==> config.mk <==
export PLATFORM = sky130hd
export DESIGN_NAME = daq_apb_sequencer
export DESIGN_NICKNAME = d
export VERILOG_FILES = /design/src/rtl/daq_apb_sequencer.sv
export SDC_FILE = /design/constraint.sdc
export NUM_CORES = 1
export LEC_CHECK = 0
export ABC_CLOCK_PERIOD_IN_PS = 5800
export CORE_MARGIN = 1
export CORE_UTILIZATION = 40
export CTS_BUF_LIST = sky130_fd_sc_hd__clkbuf_8
export CTS_CLUSTER_SIZE = 30
export DETAILED_ROUTE_END_ITERATION = 10
export PLACE_DENSITY = 0.73
export SLEW_MARGIN = 20
export SYNTH_ARGS = -nofsm -noshare
export SYNTH_HDL_FRONTEND = slang
export SYNTH_SLANG_ARGS = --single-unit
==> constraint.sdc <==
create_clock -name PCLK -period 5.8 [get_ports PCLK]
set_input_delay 0.58 -clock PCLK [delete_from_list [all_inputs] [get_ports PCLK]]
set_output_delay 0.58 -clock PCLK [all_outputs]
set_load 0.005 [all_outputs]
==> src/rtl/daq_apb_sequencer.sv <==
// daq_apb_sequencer: APB master that writes an acquisition command to the DAQ slave,
// polls its STATUS register until it is no longer busy, then reads back the RESULT.
module daq_apb_sequencer #(
    parameter logic [7:0]  ADDR_CMD    = 8'h00,
    parameter logic [7:0]  ADDR_STATUS = 8'h04,
    parameter logic [7:0]  ADDR_RESULT = 8'h08,
    parameter int unsigned POLL_GAP    = 4,
    parameter int unsigned MAX_POLLS   = 256
) (
    input  logic        PCLK,
    input  logic        PRESETn,
    input  logic        cmd_valid,
    output logic        cmd_ready,
    input  logic [31:0] cmd_data,
    output logic        res_valid,
    input  logic        res_ready,
    output logic [31:0] res_data,
    output logic        res_err,
    output logic        res_tout,
    output logic        seq_busy,
    output logic        M_PSEL,
    output logic        M_PENABLE,
    output logic        M_PWRITE,
    output logic [7:0]  M_PADDR,
    output logic [31:0] M_PWDATA,
    input  logic [31:0] M_PRDATA,
    input  logic        M_PREADY,
    input  logic        M_PSLVERR
);
    localparam int GW = $clog2(POLL_GAP + 1);
    localparam int PW = $clog2(MAX_POLLS + 1);

    typedef enum logic [3:0] {
        IDLE, W_SETUP, W_ACCESS, P_WAIT, P_SETUP, P_ACCESS, R_SETUP, R_ACCESS, RESP
    } state_t;

    state_t        state_q, state_d;
    logic [GW-1:0] gap_q, gap_d;
    logic [PW-1:0] polls_q, polls_d;
    logic [31:0]   data_d;
    logic          err_d, tout_d;

    // Result fields are built up here and only become visible once the FSM reaches RESP.
    always_comb begin
        state_d = state_q;
        gap_d   = gap_q;
        polls_d = polls_q;
        data_d  = res_data;
        err_d   = res_err;
        tout_d  = res_tout;
        case (state_q)
            IDLE: if (cmd_valid) begin
                state_d = W_SETUP;
                polls_d = '0;
            end
            W_SETUP: state_d = W_ACCESS;
            W_ACCESS: if (M_PREADY) begin
                state_d = M_PSLVERR ? RESP : P_WAIT;
                gap_d   = GW'(POLL_GAP - 1);
                err_d   = M_PSLVERR;
            end
            P_WAIT: begin
                state_d = gap_q == '0 ? P_SETUP : P_WAIT;
                gap_d   = gap_q - 1'b1;
            end
            P_SETUP: state_d = P_ACCESS;
            P_ACCESS: if (M_PREADY) begin
                polls_d = polls_q == PW'(MAX_POLLS) ? polls_q : polls_q + 1'b1;
                gap_d   = GW'(POLL_GAP - 1);
                if (M_PSLVERR) begin
                    state_d = RESP;
                    err_d   = 1'b1;
                end else if (M_PRDATA[2]) begin
                    state_d = polls_d == PW'(MAX_POLLS) ? RESP : P_WAIT;
                    tout_d  = polls_d == PW'(MAX_POLLS);
                end else if (M_PRDATA[1:0] == 2'b01) begin
                    state_d = R_SETUP;
                end else begin
                    state_d = RESP;
                    err_d   = 1'b1;
                    data_d  = M_PRDATA;
                end
            end
            R_SETUP: state_d = R_ACCESS;
            R_ACCESS: if (M_PREADY) begin
                state_d = RESP;
                err_d   = M_PSLVERR;
                data_d  = M_PSLVERR ? '0 : M_PRDATA;
            end
            RESP: if (res_ready) begin
                state_d = IDLE;
                data_d  = '0;
                err_d   = 1'b0;
                tout_d  = 1'b0;
            end
            default: state_d = IDLE;
        endcase
    end

    // Bus and handshake outputs are registered from the next state so they change with it.
    always_ff @(posedge PCLK or negedge PRESETn) begin
        if (!PRESETn) begin
            state_q   <= IDLE;
            gap_q     <= '0;
            polls_q   <= '0;
            cmd_ready <= 1'b1;
            res_valid <= 1'b0;
            res_data  <= '0;
            res_err   <= 1'b0;
            res_tout  <= 1'b0;
            seq_busy  <= 1'b0;
            M_PSEL    <= 1'b0;
            M_PENABLE <= 1'b0;
            M_PWRITE  <= 1'b0;
            M_PADDR   <= '0;
            M_PWDATA  <= '0;
        end else begin
            state_q   <= state_d;
            gap_q     <= gap_d;
            polls_q   <= polls_d;
            cmd_ready <= state_d == IDLE;
            res_valid <= state_d == RESP;
            seq_busy  <= state_d != IDLE;
            res_data  <= data_d;
            res_err   <= err_d;
            res_tout  <= tout_d;
            M_PSEL    <= state_d inside {W_SETUP, W_ACCESS, P_SETUP, P_ACCESS, R_SETUP, R_ACCESS};
            M_PENABLE <= state_d inside {W_ACCESS, P_ACCESS, R_ACCESS};
            M_PWRITE  <= state_d inside {W_SETUP, W_ACCESS};
            M_PADDR   <= state_d inside {W_SETUP, W_ACCESS} ? ADDR_CMD :
                         state_d inside {P_SETUP, P_ACCESS} ? ADDR_STATUS :
                         state_d inside {R_SETUP, R_ACCESS} ? ADDR_RESULT : M_PADDR;
            if (state_q == IDLE && cmd_valid)
                M_PWDATA <= cmd_data;
        end
    end
endmodule

Word-level counts from Yosys, hierarchy flattened
Index checks and enable logic that the tools add are counted.
{"block": "classes", "addsub": 2, "eq_ne": 30, "mux": 40, "n_reduce_logical": 23}
{"operator": "$mux 32", "n": 7}
{"operator": "$pmux 32 s3", "n": 1}
{"operator": "$mux 4", "n": 10}
{"operator": "$pmux 4 s9", "n": 1}
{"operator": "$eq 4x3->1 const B", "n": 8}
{"operator": "$mux 9", "n": 3}
{"operator": "$mux 8", "n": 3}
{"operator": "$eq 9x9->1 const B", "n": 2}
{"operator": "$pmux 9 s2", "n": 1}
{"operator": "$ne 2x2->1 const B", "n": 8}
{"operator": "$eq 4x2->1 const B", "n": 3}
{"operator": "$reduce_bool 2->1", "n": 6}
{"operator": "$reduce_bool 3->1", "n": 4}
{"operator": "$add 9x1->9 const B", "n": 1}
{"operator": "$mux 1", "n": 9}
{"operator": "$eq 4x1->1 const B", "n": 2}
{"operator": "$eq 4x4->1 const B", "n": 2}
{"operator": "$logic_not 4->1", "n": 2}
{"operator": "$reduce_and 7->1", "n": 1}
{"operator": "$mux 3", "n": 2}
{"operator": "$ne 3x3->1 const B", "n": 2}
{"operator": "$pmux 3 s2", "n": 1}
{"operator": "$reduce_and 6->1", "n": 1}
{"operator": "$reduce_bool 6->1", "n": 1}
{"operator": "12 further kinds", "n": 14}
{"block": "totals", "regBits": 96, "inputBits": 70, "out_inout_bits": 80, "wordCells": 109}

Depth between registers and ports, before layout
{"block": "depth", "depth_word": 13, "depth_mapped": 9, "mapped_depth_nobuf": 9}

Worst setup path before layout
OpenSTA, ideal clock, no wires.
{"block": "synth_path", "kind": "input-to-reg", "start": "in M_PREADY", "end": "reg M_PADDR[2]", "setup_time_ps": 120, "arrival_time_ps": 2235, "t_required_ps": 5680, "path_slack_ps": 3445, "stages": 8, "path_buffers": 1, "cell_sequence": "clkbuf_1 nand2_1 or4b_1 o21ai_0 o21bai_1 a221o_2 nand3_2 a41o_1"}
{"block": "synth_via", "elab_chain_len": 6, "word_cells_on_any_way": 16, "classes_between": "eq/ne: 6; mux: 6; reduce/logical: 4"}
{"item": "start, declared", "line": "27", "source": "input logic M_PREADY,"}
{"item": "$mux 4 (on tied branches)", "line": "85, 57, 67"}
{"item": "$pmux 4 s9 (*)", "line": "51", "source": "case (state_q)"}
{"item": "named net state_d[1]", "line": "37", "source": "state_t state_q, state_d;"}
{"item": "$eq 4x3->1", "line": "131", "source": "state_d inside {P_SETUP, P_ACCESS} ? ADDR_STATUS :"}
{"item": "$reduce_bool 2->1", "line": "131"}
{"item": "$mux 8", "line": "131"}
{"item": "$mux 8", "line": "130", "source": "M_PADDR <= state_d inside {W_SETUP, W_ACCESS} ? ADDR_CMD :"}
{"item": "end signal, assigned", "line": "130"}
{"item": "end, declared", "line": "24", "source": "output logic [7:0] M_PADDR,"}
The timed path passes the listed nets; every way through them passes the cells marked *.
A chain may end at the register's enable or synchronous reset.

Worst setup path after layout
Same ends and word-level chain as after synthesis.

==> impl_metrics.tcl <==
set metrics [dict create \
    viasPerCell 5.006 \
    yosys.area.top_type "dfrtp_1" \
    hp-class "input port to asynchronous set/reset pin" \
    utilization 0.5869 \
    crit_end "M_PADDR[2]" \
    grt.met1_usage 0.2425 \
    fin_skew_ps 16.99 \
    slowest_stage "clkdlybuf4s50_1" \
    syn_area_sq_um 4128 \
    grtUsageMet2 0.3087 \
    dieWidth_um 103.6 \
    tightest_slew_ps 1075 \
    status "finished, final reports clean" \
    route.detailed.wl_per_inst_um 14.25 \
    yosysSeqAreaShare 0.5459 \
    worst-path-stages 8 \
    async_flop_share 1.000 \
    top_usage_layer "met2" \
    worst-path-buf-inv 1 \
    ctsResizeCount 0 \
    crit_path_max_fanout 9 \
    ys_ff_latch 90 \
    period_needed_ps 2664 \
    cts_setup_buffers 0 \
    drt_iter0_drc 187 \
    synth_edf_count 0 \
    antenna_found_initial 0 \
    ys_warn_count 0 \
    setup_viol 0 \
    cts_made_buffers 9 \
    grt_pass1_wl_um 16440 \
    clk_latency_ps 360 \
    root_buffer "clkbuf_8" \
    pin_count 150 \
    cts_hold_buf 0 \
    cp_cell_sequence "clkdlybuf4s50_1 > nand2_1 > or4b_1 > o21ai_0 > o21bai_1 > a221o_2 > nand3_2 > a41o_1" \
    grt-ovfl-total 0 \
    rsz0062_at_grt "no" \
    row_count 36 \
    portBuffers 143 \
    regToRegStartpoint "polls_q[0]" \
    dieArea_sq_um 10730 \
    cts.clk_slew.worst_paths_ps 90 \
    end_kind "register" \
    r2r_slack_ps 3170 \
    hpwl_um 6712 \
    drc_errors 0 \
    startpoint_type "input port" \
    rr_worst_depth 9 \
    final_nets 610 \
    synth_top_cell_area_share 0.5396 \
    coreArea_sq_um 9910 \
    syn_to_final_growth_pct 40.89 \
    grtUsageMet3 0.04342 \
    r2r-end "M_PADDR[2]" \
    startpoint "M_PREADY" \
    hold_violations 0 \
    ys.flop_type "dfrtp_1" \
    grt_usage 0.1875 \
    grt_max_degree 84 \
    diodes 0 \
    synthTopCellsByCount "dfrtp_1 (89), nand2_1 (86), o21ai_0 (51), mux2_2 (32), clkbuf_1 (16)" \
    dr.pass1.iters 4 \
    critPathKind "input port to register" \
    initial_core_util 0.4165 \
    yosysUniqueCellTypes 53 \
    clockBufferDepth 2 \
    cpPeakStageDelay_ps 640 \
    finalSetupTns_ps 0 \
    timing.final.crit_share 0.4593 \
    critPathArrivalTime_ps 2900 \
    drv_slew 0 \
    ant_nets 0 \
    grt_pass1_vias 3399 \
    worstPathRequired_ps 6040 \
    synth.area.top_cells "dfrtp_1 (54%), mux2_2 (8.7%), nand2_1 (7.8%), o21ai_0 (6.2%), nand3_1 (1.7%)" \
    cts_tree "built" \
    wl_um 9604 \
    die_y_um 103.6 \
    syn_area_per_cell_sq_um 10.24 \
    cp_top_family "compound AO/OA/AOI/OAI gates" \
    drv_cap 0 \
    cts_sinks 90 \
    ir_worst_vdd_mv 0.2337 \
    routed-via-count 3374 \
    slew_headroom 0.2835 \
    cts_max_level 3 \
    power.static_leakage_nw 2.570 \
    p_per_area_nw_per_um2 441.5 \
    syn_inst 403 \
    synth_most_common_cell "dfrtp_1" \
    finalWeightedCongestion 0.8778 \
    fmax_mhz 375.4 \
    drive_gt1_frac 0.1183 \
]
worst min-delay path by stage:
stage | slack [ps] | start | to
2_1_floorplan | 280 | PRESETn | M_PADDR[2]
3_3_place_gp | 400 | PRESETn | res_data[10]
3_5_place_dp | 400 | PRESETn | res_data[10]
4_1_cts | 10 | PRESETn | res_data[10]
5_1_grt | 10 | PRESETn | res_data[7]
6_report | 30 | PRESETn | res_data[7]
cell usage in the layout (no fill, tap or decap), types with 2 or more instances in the layout:
cell type | netlist | final
and2_1 | 2 | 2
inv_6 | 0 | 3
nand2b_1 | 2 | 2
o21a_1 | 2 | 2
inv_1 | 11 | 11
o211ai_1 | 2 | 2
nor2_1 | 13 | 13
nor2b_1 | 4 | 4
o31ai_1 | 4 | 4
a21oi_1 | 10 | 10
nor3_1 | 2 | 2
and3_1 | 4 | 4
nand2_1 | 86 | 86
nand3_1 | 14 | 14
buf_4 | 6 | 3
dfrtp_1 | 89 | 89
nand4_1 | 2 | 2
ha_1 | 4 | 4
a31oi_1 | 2 | 2
o2111a_1 | 2 | 2
xnor2_1 | 4 | 4
clkdlybuf4s50_1 | 0 | 142
conb_1 | 1 | 6
a22o_1 | 4 | 4
mux2_2 | 32 | 32
clkbuf_8 | 0 | 10
or3_1 | 3 | 3
o21ai_0 | 51 | 51
sequential cells by signal (all words and copies together), names as in the netlist, 2 cells and up:
signal,flops
polls_q,9
gap_q,3
state_q,4
M_PWDATA,32
res_data,32
M_PADDR,2
cell type report:
type | instances | area, sq um
Fill cell | 836 | 4094
Clock inverter | 6 | 47.55
Multi-Input combinational cell | 278 | 1714
Tap cell | 133 | 166.4
Sequential cell | 90 | 2253
Clock buffer | 10 | 137.6
Inverter | 11 | 41.29
Timing Repair Buffer | 146 | 1455
through the flow:
step                      total power, mW  std cells  cell area (sq um)  setup WS, ps  hold slack [ps]
after floorplan                     1.548        408               4146          3445            284.4
after global placement              2.144        658               5627          2904            401.3
after detailed placement            2.181        658               5627          2805            399.4
after CTS                           2.598        674               5812          3162            10.12
after global routing                2.756        674               5816          2940            13.11
final                               2.568        674               5816          3136            26.42
cell families after synthesis:
| logic type | share of synthesized area |
|---|---|
| flip-flops | 0.5459 |
| buffers and inverters | 0.04335 |
| XOR/XNOR | 0.008487 |
| AND/OR/NAND/NOR | 0.1622 |
| adder cells (fa/ha/maj) | 0.01213 |
| multiplexers | 0.08973 |
| AO/OA/AOI/OAI | 0.1373 |
| other | 0.0009085 |
power breakdown:
| group | internal, mW | leakage [nW] | total, mW | switching (mW) |
|---|---|---|---|---|
| Combinational | 0.684 | 1.35 | 1.13 | 0.447 |
| Clock | 0.172 | 0.0937 | 0.405 | 0.233 |
| Sequential | 0.884 | 1.13 | 1.03 | 0.148 |
| Total | 1.74 | 2.57 | 2.57 | 0.828 |
metal layers:
layer,share of wire,vias up
met4,0.012,0
met5,0,-
li1,-,1642
met2,0.46,136
met1,0.47,1588
met3,0.061,8
Power figures use the tool's default switching activity.
